[config.mk]
export PLATFORM = sky130hd
export DESIGN_NAME = heroe_decoder
export DESIGN_NICKNAME = d
export VERILOG_FILES = /design/src/rtl/heroe_decoder.sv
export SDC_FILE = /design/constraint.sdc
export NUM_CORES = 1
export LEC_CHECK = 0
export BUFFER_PORTS_ARGS = -buffer_cell sky130_fd_sc_hd__buf_2
export CORE_MARGIN = 3
export CORE_UTILIZATION = 29
export DETAILED_ROUTE_END_ITERATION = 6
export PLACE_DENSITY = 0.49
export SLEW_MARGIN = 20
export SYNTH_ARGS = -nofsm -noshare
export SYNTH_HDL_FRONTEND = slang
export SYNTH_SLANG_ARGS = --single-unit
[constraint.sdc]
create_clock -name clk -period 2.55 [get_ports clk]
set_clock_uncertainty 0.15 [all_clocks]
set_input_delay 0.51 -clock clk [delete_from_list [all_inputs] [get_ports clk]]
set_output_delay 0.51 -clock clk [all_outputs]
set_load 0.1 [all_outputs]
[src/rtl/heroe_decoder.sv]
// heroe_decoder: debounced confirm, 7-seg pattern decode to (tipo, var),
// target compare and saturating hit score.
module heroe_decoder #(
    parameter int DEBOUNCE_CYCLES = 50000,
    parameter int CNT_W           = 16,
    parameter int SCORE_W         = 8
) (
    input  logic               clk,
    input  logic               rst_n,
    input  logic [6:0]         seg_in,
    input  logic               btn_conf,
    input  logic               exp_valid,
    input  logic [2:0]         exp_tipo,
    input  logic [1:0]         exp_var,
    output logic [2:0]         tipo_d,
    output logic [1:0]         var_d,
    output logic               dec_valid,
    output logic               dec_err,
    output logic               hit,
    output logic               miss,
    output logic               armed,
    output logic [SCORE_W-1:0] score
);

    localparam logic [1:0] S_IDLE   = 2'd0;
    localparam logic [1:0] S_DEB    = 2'd1;
    localparam logic [1:0] S_SAMPLE = 2'd2;
    localparam logic [1:0] S_WAIT   = 2'd3;

    // Counter starts at 0 on the first qualifying cycle, so the stage ends
    // on the edge where it would become DEBOUNCE_CYCLES-1.
    localparam logic [CNT_W-1:0] CNT_LAST = CNT_W'(DEBOUNCE_CYCLES - 2);
    localparam logic [SCORE_W-1:0] SCORE_MAX = '1;

    logic               btn_meta_q, btn_s_q;
    logic [1:0]         state_q, state_d;
    logic [CNT_W-1:0]   cnt_q, cnt_d;
    logic [2:0]         out_tipo_q, out_tipo_d;
    logic [1:0]         out_var_q, out_var_d;
    logic               out_err_q, out_err_d;
    logic               dec_valid_q, dec_valid_d;
    logic               hit_q, hit_d;
    logic               miss_q, miss_d;
    logic               armed_q, armed_d;
    logic [2:0]         exp_tipo_q, exp_tipo_d;
    logic [1:0]         exp_var_q, exp_var_d;
    logic [SCORE_W-1:0] score_q, score_d;

    logic [2:0]         dec_tipo;
    logic [1:0]         dec_var;
    logic               dec_bad;
    logic               is_hit;

    // Two-flop synchroniser for the asynchronous confirm button
    always_ff @(posedge clk or negedge rst_n) begin
        if (!rst_n) begin
            btn_meta_q <= 1'b0;
            btn_s_q    <= 1'b0;
        end else begin
            btn_meta_q <= btn_conf;
            btn_s_q    <= btn_meta_q;
        end
    end

    // Pattern table: inverse of the hero pattern ROM
    always_comb begin
        dec_tipo = 3'd7;
        dec_var  = 2'd0;
        dec_bad  = 1'b0;
        case (seg_in)
            7'b0111110: begin dec_tipo = 3'd0; dec_var = 2'd0; end
            7'b0110000: begin dec_tipo = 3'd1; dec_var = 2'd0; end
            7'b1100111: begin dec_tipo = 3'd2; dec_var = 2'd0; end
            7'b1000111: begin dec_tipo = 3'd3; dec_var = 2'd0; end
            7'b1001111: begin dec_tipo = 3'd4; dec_var = 2'd0; end
            7'b0000001: begin dec_tipo = 3'd0; dec_var = 2'd1; end
            7'b1000000: begin dec_tipo = 3'd0; dec_var = 2'd2; end
            7'b0001000: begin dec_tipo = 3'd0; dec_var = 2'd3; end
            default:    dec_bad = 1'b1;
        endcase
    end

    // Figures must match exactly; actions only need the variant to match
    always_comb begin
        if (exp_var_q == 2'd0)
            is_hit = !dec_bad && dec_tipo == exp_tipo_q && dec_var == 2'd0;
        else
            is_hit = dec_var == exp_var_q;
    end

    // Debounce FSM, sampling and scoring
    always_comb begin
        state_d     = state_q;
        cnt_d       = cnt_q;
        out_tipo_d  = out_tipo_q;
        out_var_d   = out_var_q;
        out_err_d   = out_err_q;
        dec_valid_d = 1'b0;
        hit_d       = 1'b0;
        miss_d      = 1'b0;
        armed_d     = armed_q;
        exp_tipo_d  = exp_tipo_q;
        exp_var_d   = exp_var_q;
        score_d     = score_q;
        case (state_q)
            S_IDLE: begin
                cnt_d = '0;
                if (btn_s_q) state_d = S_DEB;
            end
            S_DEB: begin
                if (!btn_s_q) begin
                    state_d = S_IDLE;
                    cnt_d   = '0;
                end else if (cnt_q == CNT_LAST) begin
                    state_d = S_SAMPLE;
                    cnt_d   = '0;
                end else begin
                    cnt_d = cnt_q + 1'b1;
                end
            end
            S_SAMPLE: begin
                out_tipo_d  = dec_tipo;
                out_var_d   = dec_var;
                out_err_d   = dec_bad;
                dec_valid_d = 1'b1;
                if (armed_q) begin
                    armed_d = 1'b0;
                    if (is_hit) begin
                        hit_d = 1'b1;
                        if (score_q != SCORE_MAX) score_d = score_q + 1'b1;
                    end else begin
                        miss_d = 1'b1;
                    end
                end
                state_d = S_WAIT;
                cnt_d   = '0;
            end
            default: begin
                if (btn_s_q) begin
                    cnt_d = '0;
                end else if (cnt_q == CNT_LAST) begin
                    state_d = S_IDLE;
                    cnt_d   = '0;
                end else begin
                    cnt_d = cnt_q + 1'b1;
                end
            end
        endcase
        // A new target always wins, even in the judging cycle
        if (exp_valid) begin
            exp_tipo_d = exp_tipo;
            exp_var_d  = exp_var;
            armed_d    = 1'b1;
        end
    end

    // State and output registers
    always_ff @(posedge clk or negedge rst_n) begin
        if (!rst_n) begin
            state_q     <= S_IDLE;
            cnt_q       <= '0;
            out_tipo_q  <= 3'd0;
            out_var_q   <= 2'd0;
            out_err_q   <= 1'b0;
            dec_valid_q <= 1'b0;
            hit_q       <= 1'b0;
            miss_q      <= 1'b0;
            armed_q     <= 1'b0;
            exp_tipo_q  <= 3'd0;
            exp_var_q   <= 2'd0;
            score_q     <= '0;
        end else begin
            state_q     <= state_d;
            cnt_q       <= cnt_d;
            out_tipo_q  <= out_tipo_d;
            out_var_q   <= out_var_d;
            out_err_q   <= out_err_d;
            dec_valid_q <= dec_valid_d;
            hit_q       <= hit_d;
            miss_q      <= miss_d;
            armed_q     <= armed_d;
            exp_tipo_q  <= exp_tipo_d;
            exp_var_q   <= exp_var_d;
            score_q     <= score_d;
        end
    end

    assign tipo_d    = out_tipo_q;
    assign var_d     = out_var_q;
    assign dec_err   = out_err_q;
    assign dec_valid = dec_valid_q;
    assign hit       = hit_q;
    assign miss      = miss_q;
    assign armed     = armed_q;
    assign score     = score_q;

endmodule
==> key figures <==
Power
  – Net Sw Frac: 25.6%
  – Leak: 1.37 nW
  – Comb pwr share: 13.7%
  – Part of the power in the clock network: between 40% and 50%
  – Seq pwr share: between 40 and 50%
  – Pwr/cell area: 555 nW/um^2
  – Pint: 1.19 mW
  – Power, Total: 1.59 mW
  – Switching power: 0.407 mW
  – VDD IR max: ~0.19 mV

Clock tree
  – Worst-skew pair later-pin latency: approximately 0.30 ns
  – Hold_buf cts: 0
  – CTS buffer count: 5
  – Post-CTS setup buffer count: 0
  – Post-cts gate resize count: 0
  – CTS Buffer Depth: 2
  – Clock sink count: 43
  – Clock slew at reported path FFs: 0.09 ns
  – CTS tree: yes
  – Htree depth: 2
  – CTS Root Cell: clkbuf_8

Finish
  – Final core occ: approximately two fifths
  – Area Growth Syn to Fin: 26.9%
  – Share of cells above drive strength 1: 30.7%
  – Fillers: 740
  – Antenna cells: 0
  – Nets: just over 300
  – Post-Layout Cell Count: approximately 380

Setup path
  – Critical path required time: around 2.6 ns
  – Critical Path End Type: flip-flop
  – Crit Path Max Fanout: 8
  – Startpoint type of the worst setup path: input port
  – Crit path DAT: 2.48 ns
  – Crit Path Class: in -> reg

Timing
  – Final hold violation count: 0
  – RSZ-0062 raised after global routing: false
  – Worst-Margin Slew: 0.550 ns
  – Peak Freq: ~0.41 GHz
  – Setup violators final: 0
  – Setup TNS: 0 ns
  – Slew margin rel.: 63.3%
  – Final Cycle Share: between 90 and 100%
  – Final Slew Violations: 0
  – Minimum clock period: 2.44 ns

GRT
  – Pin count of the biggest net entering global routing: between 40 and 50
  – Grt ovf: 0
  – Initial antenna violation count: 0
  – Gr usage total: 12.2%
  – Vias in the first global route: 1778
  – Global-route wire length before repair: 8470 um

Logic synthesis
  – Synth warnings: 0
  – Adder-Cell Fraction of Synth Area: under 10%
  – Mapped Area: around 2300 sq um
  – Synth Instances: 222
  – Synth Area in Compound Gates: 9.67%
  – Syn nets: approximately 250
  – Top FF cell, synth: dfrtp_1
  – Avg Cell Area, Syn: 10.2 sq um
  – Register area share after synthesis: ~48%
  – Synth async-reset ratio: 100%
  – Post-Synth Simple-Gate Area: 22.9%
  – Mux contribution to synthesized area: 4.86%
  – Largest family of logic cells by synthesized area: simple AND/OR/NAND/NOR gates
  – Synth Register Bits: between 40 and 50
  – Post-synth EDFFs: 0
  – Xor/xnor share of the synthesized area: 8.13%
  – Count of cell types in the netlist: 47

Routing
  – Drt wl/cell: 12.9 um
  – Wire length on met3: approximately 200 um
  – Detailed-route wire length: 4890 um
  – DRT antenna net count: 0
  – Via-to-Cell Ratio: 4.59
  – DR vias: 1740
  – Initial DRT Pass Iterations: 4
  – DRT iter0 DRCs: 107
  – Drt drc: 0
  – DR top layer: met4
  – Wire length on met1: between 2000 and 2500 um
  – Met2 WL post-DR: 2240 um

Floorplan
  – Initial Util: 30.6%
  – Io pins: 34
  – Die Span X: between 90 and 100 um
  – Die Y: 94.3 um
  – Core ar.: roughly 7400 sq um
  – Row cnt: 31
  – Die area: 8900 sq um

Placement
  – # port buffers: 33
  – Placed insts: 371
  – Placer congestion estimate: 0.797
  – DP Wirelength: approximately 3600 um

Outcome
  – Run status: completed

Job
  – Max-cap violations: 0

Min path
  – Worst min-delay path class: in -> async
-- synth_stat cells (2+ instances only) --
cell	instances	share of area, %
inv_1	10	1.7
nand3b_1	2	0.66
a21oi_1	6	1.3
nor2_1	26	4.3
nor3b_1	3	0.99
mux2i_1	2	0.88
xnor2_1	6	2.3
ha_1	7	3.9
nand3_1	9	2.0
dfrtp_1	43	48
o22ai_1	2	0.55
a211oi_2	2	1.1
clkbuf_1	7	1.2
nor4_1	4	1.1
nand4b_1	3	1.2
nor3_1	7	1.5
o21ai_0	7	1.5
and3_1	6	1.7
and2_1	2	0.55
or3_1	4	1.1
a21o_1	2	0.66
nand2_1	16	2.7
xor2_1	15	5.8
o31ai_1	2	0.66
mux2_2	7	3.5
-- critical path, cell delays in order --
cell,delay (ns)
buf_2,0.12
or2_1,0.26
nor3_1,0.33
xor2_1,0.16
o41ai_4,0.42
nand4b_4,0.23
nor2_4,0.15
mux2_4,0.30
-- path summary, 6_finish.rpt --
check / startpoint / end / slack (ns) / depth (start not counted)
setup / recovery: seg_in[4] / score[1] / 0.11 / 8
setup reg to reg: exp_var_q[1] / score[1] / 0.29 / 7
hold reg to reg: btn_meta_q / btn_s_q / 0.20 / 0
min in group clk: btn_conf / btn_meta_q / 0.17 / 1
max in group asynchronous: rst_n / cnt_q[7] / 1.74 / 2
hold / removal: rst_n / state_q[1] / 0.13 / 2
-- power by group through the flow --
stage | combinational [mW] | clock [mW] | sequential, mW
after floorplan | 0.140 | 0 | 0.746
after global placement | 0.217 | 0 | 0.747
after detailed placement | 0.223 | 0 | 0.749
after CTS | 0.223 | 0.662 | 0.736
after global routing | 0.249 | 0.690 | 0.740
final | 0.218 | 0.641 | 0.735
-- sequential cells by signal, indices dropped and copies added (netlist names) --
name and count:
btn_meta_q 1, miss 1, dec_valid 1, hit 1, dec_err 1, var_d 2
score 8, armed 1, tipo_d 3, btn_s_q 1, cnt_q 16, state_q 2
exp_tipo_q 3, exp_var_q 2
-- per-layer routing --
metal  up-vias  track usage, %
li1        884               -
met3         4            3.27
met1       826            16.8
met4         0            3.97
met5         -               0
met2        26            18.7
-- cells in the final DEF, fill, tap and decap left out, drive strengths merged, types with 5 or more instances in the layout --
cell	netlist	final
xor2	15	15
and3	6	6
nand2	16	16
ha	7	7
o21ai	7	7
nor2	26	26
a21oi	6	6
nor3	8	8
nand3	9	9
inv	11	11
mux2	8	8
dfrtp	43	43
clkbuf	7	5
xnor2	6	6
buf	0	57
-- final cells by class --
class	count	area (sq um)	area share, %
multi-input cells	161	1150	40.0
flip-flops and latches	43	1080	37.5
clock inverters	3	67.6	2.35
inverters	11	41.3	1.44
well taps	99	124	4.31
clock buffers	5	68.8	2.40
repair buffers	57	345	12.0
-- per-stage QoR --
step | area [sq um] | setup slack (ns) | hold slack [ns]
final | 2870 | 0.111 | 0.128
after global routing | 2870 | 0.0288 | 0.159
after CTS | 2870 | 0.0613 | 0.147
after detailed placement | 2740 | -0.278 | 0.185
after global placement | 2740 | -0.272 | 0.186
after floorplan | 2300 | -0.0770 | 0.0644
-- kinds of logic after synthesis --
logic type	Yosys count
and+or+nand+nor	94
DFF	43
AOI/OAI and AO/OA	29
xor gates and xnor gates	21
buffers and inverters	18
muxes	10
adders and majority gates	7
Note: power is estimated with default switching activity, not from simulation.
